===== src/rtl/nav_ctrl.sv =====
// Motion-execution stage: heading settle, or forward move with speed ramp
// up/down, handing mv_cmplt back to the maze solver.
module nav_ctrl #(
   parameter bit          FAST_SIM  = 1'b1,
   parameter logic [10:0] MAX_SPD   = 11'h2A0,
   parameter logic [10:0] MIN_FRWRD = 11'h0D0
) (
   input  logic        clk,
   input  logic        rst,
   input  logic        strt_hdng,
   input  logic        strt_mv,
   input  logic        stp_lft,
   input  logic        stp_rght,
   input  logic        hdng_rdy,
   input  logic        at_hdng,
   input  logic        lft_opn,
   input  logic        rght_opn,
   input  logic        frwrd_opn,
   output logic        mv_cmplt,
   output logic        moving,
   output logic        en_fusion,
   output logic [10:0] frwrd_spd
);

   localparam logic [10:0] FRWRD_INC = FAST_SIM ? 11'h018 : 11'h002;
   localparam logic [10:0] DEC_NORM  = FRWRD_INC << 1;
   localparam logic [10:0] DEC_EMER  = FRWRD_INC << 2;
   localparam logic [10:0] FUS_THR   = MAX_SPD >> 1;

   typedef enum logic [1:0] {
      IDLE,
      HDNG,
      RAMP_UP,
      RAMP_DWN
   } state_t;

   state_t      state_q, state_d;
   logic [10:0] frwrd_spd_q, frwrd_spd_d;
   logic        mv_cmplt_q, mv_cmplt_d;
   logic        emer_q, emer_d;
   logic        lft_prev_q, rght_prev_q;

   logic        lft_rise, rght_rise;
   logic        stop_hit;
   logic [11:0] spd_sum;
   logic [10:0] spd_dec;

   assign lft_rise  = lft_opn & ~lft_prev_q;
   assign rght_rise = rght_opn & ~rght_prev_q;
   assign stop_hit  = (stp_lft & lft_rise) | (stp_rght & rght_rise);
   assign spd_sum   = {1'b0, frwrd_spd_q} + {1'b0, FRWRD_INC};
   assign spd_dec   = emer_q ? DEC_EMER : DEC_NORM;

   always_ff @(posedge clk) begin
      if (rst) begin
         state_q     <= IDLE;
         frwrd_spd_q <= '0;
         mv_cmplt_q  <= 1'b0;
         emer_q      <= 1'b0;
         lft_prev_q  <= 1'b0;
         rght_prev_q <= 1'b0;
      end else begin
         state_q     <= state_d;
         frwrd_spd_q <= frwrd_spd_d;
         mv_cmplt_q  <= mv_cmplt_d;
         emer_q      <= emer_d;
         lft_prev_q  <= lft_opn;
         rght_prev_q <= rght_opn;
      end
   end

   always_comb begin
      state_d     = state_q;
      frwrd_spd_d = frwrd_spd_q;
      mv_cmplt_d  = 1'b0;
      emer_d      = emer_q;
      unique case (state_q)
         IDLE: begin
            frwrd_spd_d = '0;
            if (strt_hdng) begin
               state_d = HDNG;
            end else if (strt_mv) begin
               state_d     = RAMP_UP;
               frwrd_spd_d = MIN_FRWRD;
               emer_d      = 1'b0;
            end
         end
         HDNG: begin
            frwrd_spd_d = '0;
            if (at_hdng) begin
               state_d    = IDLE;
               mv_cmplt_d = 1'b1;
            end
         end
         RAMP_UP: begin
            // exits take priority over the speed step in the same cycle
            if (!frwrd_opn) begin
               state_d = RAMP_DWN;
               emer_d  = 1'b1;
            end else if (stop_hit) begin
               state_d = RAMP_DWN;
               emer_d  = 1'b0;
            end else if (hdng_rdy) begin
               if (spd_sum > {1'b0, MAX_SPD}) begin
                  frwrd_spd_d = MAX_SPD;
               end else begin
                  frwrd_spd_d = spd_sum[10:0];
               end
            end
         end
         RAMP_DWN: begin
            if (!frwrd_opn) begin
               emer_d = 1'b1;
            end
            if (frwrd_spd_q == '0) begin
               state_d    = IDLE;
               mv_cmplt_d = 1'b1;
            end else if (hdng_rdy) begin
               if (frwrd_spd_q > spd_dec) begin
                  frwrd_spd_d = frwrd_spd_q - spd_dec;
               end else begin
                  frwrd_spd_d = '0;
               end
            end
         end
         default: begin
            state_d     = IDLE;
            frwrd_spd_d = '0;
         end
      endcase
   end

   assign mv_cmplt  = mv_cmplt_q;
   assign moving    = (state_q != IDLE);
   assign en_fusion = moving && (frwrd_spd_q > FUS_THR);
   assign frwrd_spd = frwrd_spd_q;

endmodule


===== config.mk =====
export PLATFORM = sky130hd
export DESIGN_NAME = nav_ctrl
export DESIGN_NICKNAME = d
export VERILOG_FILES = /design/src/rtl/nav_ctrl.sv
export SDC_FILE = /design/constraint.sdc
export NUM_CORES = 1
export LEC_CHECK = 0
export ABC_AREA = 1
export CAP_MARGIN = 20
export CORE_ASPECT_RATIO = 1.4
export CORE_MARGIN = 8
export CORE_UTILIZATION = 35
export CTS_CLUSTER_DIAMETER = 150
export DETAILED_ROUTE_END_ITERATION = 6
export PLACE_DENSITY_LB_ADDON = 0.15
export SLEW_MARGIN = 10
export SYNTH_ARGS = -nofsm -noshare
export SYNTH_HDL_FRONTEND = slang
export SYNTH_SLANG_ARGS = --single-unit

===== constraint.sdc =====
create_clock -name clk -period 2.5 [get_ports clk]
set_input_delay 0.5 -clock clk [delete_from_list [all_inputs] [get_ports clk]]
set_output_delay 0.5 -clock clk [all_outputs]
set_load 0.02 [all_outputs]

==> results.toml, run 1 <==
[timing]
whs_ns = 0.526
fin_ws_ns = 0.111
min_period_ns = 2.39
fin_skew_ns = 0.00250
slew_viol_final = 0
fin_crit_sh = 0.955
max_freq_mhz = 419
fin_tns_setup_ns = 0
setup_viol = 0
rsz0062_at_grt = "no"
hold_viol = 0

[yosys]
synth_edf_count = 0
syn_area_um2 = 1240
synthTopCellsByCount = "nand2_1 (48), nor2_1 (25), inv_1 (24)"
synth_flop_cell = "dfxtp_1"
postSynthCellCount = 205
synthTopCellsByArea = "dfxtp_1 (23%), nand2_1 (15%), nor2_1 (7.6%), inv_1 (7.3%), nand3_1 (6.1%)"
ys_types = 29
yosysMostFrequentCell = "nand2_1"
async_flop_share = 0
ys_seq_area_frac = 0.226
synth_top_area_frac = 0.226
syn_avg_cell_area_um2 = 6.05
synth-warning-count = 0
yosys.area.top_type = "dfxtp_1"
ys_seq_elements = 14

[final_layout]
multiInputGateArea_um2 = 817
fill_cells = 393
final_area_um2 = 1530
synthToLayoutAreaGrowth_pct = 23.5
finish.utilization = 0.453
antenna_cells = 0
drive_gt1_frac = 0.114
regArea_um2 = 282
final_net_count = 246
instances_no_fill = 268

[worst_setup_path]
critPathLaunchType = "flip-flop"
end_kind = "output pin"
cp.arrival_ns = 1.89
critPathMaxStageDelay_ns = 0.61
slowest_stage = "clkdlybuf4s50_1"
cp_top_family = "buffers and inverters"
crit_type = "flip-flop to output pin"
critical_path_buf_inv_count = 2
worstPathCellList = "inv_2 -> ha_1 -> nand3_1 -> o21ai_0 -> nor2_1 -> clkdlybuf4s50_1"
cp_max_fo = 7
required_ns = 2.00

[drt]
vias = 1399
routed_wl_um = 3620
wl_per_cell_um = 13.5
firstDrtPassIters = 4
drt-vias-per-instance = 5.22
drt-initial-drc-count = 48
ant_nets = 0
post-route-drc-count = 0

[power]
sw_frac_of_total = 0.494
p_sw_mw = 0.673
p_seq_frac = 0.256
clockPowerShare = 0.137
p_comb_frac = 0.607
fin_total_pwr_mw = 1.36
vdd_ir_drop_max_mv = 0.458
cellLeakagePower_nw = 0.676
powerDensity_nw_per_um2 = 891
p_int_mw = 0.691

[die]
die_w_um = 66.3
fp.dieH_um = 86.4
start_util = 0.367
num_rows = 25
dieArea_um2 = 5730
coreArea_um2 = 3380
io_pins = 25

[cts]
cts_tree = "yes"
cts_max_level = 1
post-cts-setup-buffers = 0
cts_sinks = 14
clk_latency_ns = 0.25
cts_buffers = 3
cts.clk_slew.worst_paths_ns = 0.06
hold_buffers = 0
clock_path_buffers = 2
clockRootBuffer = "clkbuf_8"

[placed_design]
placed_area_um2 = 1490
routabilityCongestion = 0.887
hpwl_um = 3030
io_buffers = 21
dp.cells = 265
post-place-ws_ns = 0.329

[worst_hold_path]
worstHoldPathType = "flip-flop to flip-flop"

[status]
status = "finished clean"

[global_routing]
top_usage_layer = "met2"
use_met1 = 0.127
grt_use_met3 = 0.0194
grt_start_max_net_pins = 12
grt_pass1_wl_um = 6000
gr-usage-met2 = 0.244
grt_usage = 0.132
grt_pass1_vias = 1358
antenna_found_initial = 0
overflow = 0

[flow_run]
cap_violations = 0
layout make-up:
| class | count | area share |
|---|---|---|
| Multi-Input combinational cell | 158 | 0.533 |
| Clock buffer | 3 | 0.0270 |
| Tap cell | 40 | 0.0327 |
| Timing Repair Buffer | 24 | 0.152 |
| Inverter | 29 | 0.0711 |
| Sequential cell | 14 | 0.184 |
logic make-up (layout without fill, tap and decap cells):
| group | after synthesis | in the layout | synth area share |
|---|---|---|---|
| flip-flops | 14 | 14 | 0.226 |
| adder cells (fa/ha/maj) | 5 | 5 | 0.0505 |
| AND/OR/NAND/NOR | 111 | 111 | 0.427 |
| XOR/XNOR | 2 | 2 | 0.0141 |
| buffers and inverters | 35 | 56 | 0.121 |
| other | 1 | 3 | 0.00302 |
| AO/OA/AOI/OAI | 37 | 37 | 0.158 |
routing by layer:
layer  vias to the layer above  routed length [um]
met1                       642                1460
met5                         -                   0
li1                        714                   -
met3                        10                 151
met2                        33                1890
met4                         0                 123
registers in the layout (all words and copies together), names as in the netlist:
name / flops
state_q: 2
mv_cmplt: 1
lft_prev_q: 1
frwrd_spd: 8
emer_q: 1
rght_prev_q: 1
cells in the final DEF (no fill, tap or decap), drive strengths merged:
| master | netlist | routed |
|---|---|---|
| nand2 | 51 | 51 |
| nand3 | 16 | 16 |
| nor2 | 27 | 27 |
| a31oi | 1 | 1 |
| and3 | 1 | 1 |
| o21ai | 20 | 20 |
| o31ai | 1 | 1 |
| or2 | 3 | 3 |
| dfxtp | 14 | 14 |
| nand4 | 4 | 4 |
| clkdlybuf4s50 | 0 | 21 |
| a2111oi | 1 | 1 |
| inv | 29 | 29 |
| conb | 1 | 3 |
| xor2 | 2 | 2 |
| a21oi | 14 | 14 |
| clkbuf | 1 | 3 |
| ha | 5 | 5 |
| buf | 5 | 3 |
| nor3 | 8 | 8 |
| nor4 | 1 | 1 |
worst paths after layout:
| kind | from | endpoint | slack (ns) | cells past startpoint |
|---|---|---|---|---|
| min reg2reg | frwrd_spd[9]$_SDFFE_PP0P_ | frwrd_spd[9]$_SDFFE_PP0P_ | 0.53 | 2 |
| max | frwrd_spd[3]$_SDFFE_PP0P_ | en_fusion | 0.11 | 6 |
| min | frwrd_spd[9]$_SDFFE_PP0P_ | frwrd_spd[9]$_SDFFE_PP0P_ | 0.53 | 2 |
| max reg2reg | frwrd_spd[4]$_SDFFE_PP0P_ | frwrd_spd[4]$_SDFFE_PP0P_ | 0.45 | 13 |
what timing repair did:
item                       CTS  global route
hold endpoints to repair     0             0
setup endpoints to repair    0             1
resized for setup            0             1
worst reg2reg max path, cell delays in order, from the launching register on:
cell and delay (ns):
dfxtp_1 0.46, inv_1 0.12, ha_1 0.23, nor2_1 0.19, nand2_1 0.07, nand2_1 0.12, nand2_1 0.07, nor2_1 0.09
nand2_1 0.05, nand3_1 0.09, nand2_2 0.11, o21ai_0 0.17, nand2_1 0.06, a21oi_1 0.13
power by group through the flow:
stage | Clock (mW) | Combinational [mW] | Sequential (mW)
2_1_floorplan | 0 | 0.570 | 0.361
3_3_place_gp | 0 | 0.830 | 0.352
3_5_place_dp | 0 | 0.826 | 0.352
4_1_cts | 0.188 | 0.829 | 0.348
5_1_grt | 0.204 | 0.926 | 0.357
6_report | 0.186 | 0.828 | 0.350
Note: power is estimated with default switching activity, not from simulation.
==> run 2: changes to the inputs <==
- GPL_ROUTABILITY_DRIVEN: not set -> 0
==> results of run 2 <==
No change in the layout: final DEF, timing and power equal those of run 1.
==> run 3: changes to the inputs <==
- SETUP_SLACK_MARGIN: not set -> 0.05
- clock period: 2.5 -> 2.3 ns (I/O delays scaled with it)
==> run 3 against run 2 <==
Clock power up 34%; sequential share of layout area fell by 0.11 points; total power increased by 13%; clock-buffer cell count rose by 1; critical path type unchanged; largest cell class unchanged; largest power group unchanged.
==> results.toml, run 3 (synthesis results as in run 1) <==
[status]
status = "finished clean"

[global_routing]
grt_usage = 0.135
overflow = 0
antenna_found_initial = 0
grt_pass1_wl_um = 6160
grt_pass1_vias = 1323
grt_start_max_net_pins = 12

[timing]
rsz0062_at_grt = "no"
setup_viol = 0
fin_skew_ns = 0.000928
hold_viol = 0
whs_ns = 0.522
fin_tns_setup_ns = 0
fin_crit_sh = 0.911
max_freq_mhz = 477
min_period_ns = 2.10
slew_viol_final = 0

[drt]
vias = 1371
post-route-drc-count = 0
wl_met2_um = 1940
ant_nets = 0
wl_met3_um = 165
routed_wl_um = 3610
drt-vias-per-instance = 5.08
firstDrtPassIters = 4
wl_per_cell_um = 13.4
drt-initial-drc-count = 70
wl_met1_um = 1460
top_layer = "met4"

[final_layout]
drive_gt1_frac = 0.130
layout_commonest_cell = "nand2_1"
regArea_um2 = 284
multiInputGateArea_um2 = 817
final_cell_mix = "nand2_1 (48), nor2_1 (25), inv_1 (24)"
finish.utilization = 0.460
final_area_um2 = 1550
synthToLayoutAreaGrowth_pct = 25.3
fill_cells = 373
largest_reg_flops = 8
antenna_cells = 0
final_net_count = 247

[flow_run]
cap_violations = 0

[worst_setup_path]
end_kind = "output pin"
required_ns = 1.84
cp_max_fo = 8
critPathLaunchType = "flip-flop"
crit_type = "flip-flop to output pin"
cp.arrival_ns = 1.64

[die]
start_util = 0.367
io_pins = 25
die_w_um = 66.3
fp.dieH_um = 86.4
coreArea_um2 = 3380
dieArea_um2 = 5730
num_rows = 25

[power]
fin_total_pwr_mw = 1.54
powerDensity_nw_per_um2 = 992
cellLeakagePower_nw = 0.694
vdd_ir_drop_max_mv = 0.549

[cts]
clockRootBuffer = "clkbuf_8"
hold_buffers = 0
cts_tree = "yes"
clock_path_buffers = 2
cts.clk_slew.worst_paths_ns = 0.06
cts_buffers = 3
clk_latency_ns = 0.25
cts_sinks = 14
cts_max_level = 1

[worst_hold_path]
worstHoldPathType = "flip-flop to flip-flop"

[placed_design]
placed_area_um2 = 1500
hpwl_um = 2990
io_buffers = 21
## run 3: power by group
group / total [mW] / switching, mW / internal (mW)
Sequential: 0.376 / 0.0751 / 0.301
Combinational: 0.916 / 0.573 / 0.344
Clock: 0.249 / 0.0973 / 0.152
## run 3: final timing paths
path,start,to,slack (ns),depth (start not counted)
worst max-delay path,state_q[0]$_SDFFE_PP0P_,moving,0.20,3
worst min-delay path,frwrd_spd[9]$_SDFFE_PP0P_,frwrd_spd[9]$_SDFFE_PP0P_,0.52,2
worst min register to register,frwrd_spd[9]$_SDFFE_PP0P_,frwrd_spd[9]$_SDFFE_PP0P_,0.52,2
worst max register to register,emer_q$_SDFFE_PP0P_,frwrd_spd[6]$_SDFFE_PP0P_,0.35,11
## run 3: repair_timing
action | 4_1_cts | 5_1_grt
setup endpoints to repair | 1 | 4
endpoints found under the hold margin | 0 | 0
gates resized for setup | 2 | 2
pin swaps | 0 | 0
setup buffers | 0 | 0
## run 3: stage by stage
stage,cells,setup slack (ns)
finish,270,0.204
floorplan,207,0.480
global placement,266,0.227
global route,270,0.104
detailed placement,266,0.218
CTS,270,0.193
## run 3: critical path, stage by stage, from the launching register on
cell	delay, ns
dfxtp_2	0.36
nor2_1	0.29
inv_1	0.16
clkdlybuf4s50_1	0.57
## run 3: area by class of cell
type / count / share of cell area
repair buffers: 25 / 0.154
clock buffers: 4 / 0.0354
flip-flops and latches: 14 / 0.183
inverters: 29 / 0.0700
multi-input cells: 158 / 0.526
well taps: 40 / 0.0322
## run 3: routing by layer
layer / vias to the layer above / track usage
met5: - / 0
met2: 38 / 0.256
met4: 0 / 0.0409
met3: 5 / 0.0129
li1: 712 / -
met1: 616 / 0.148
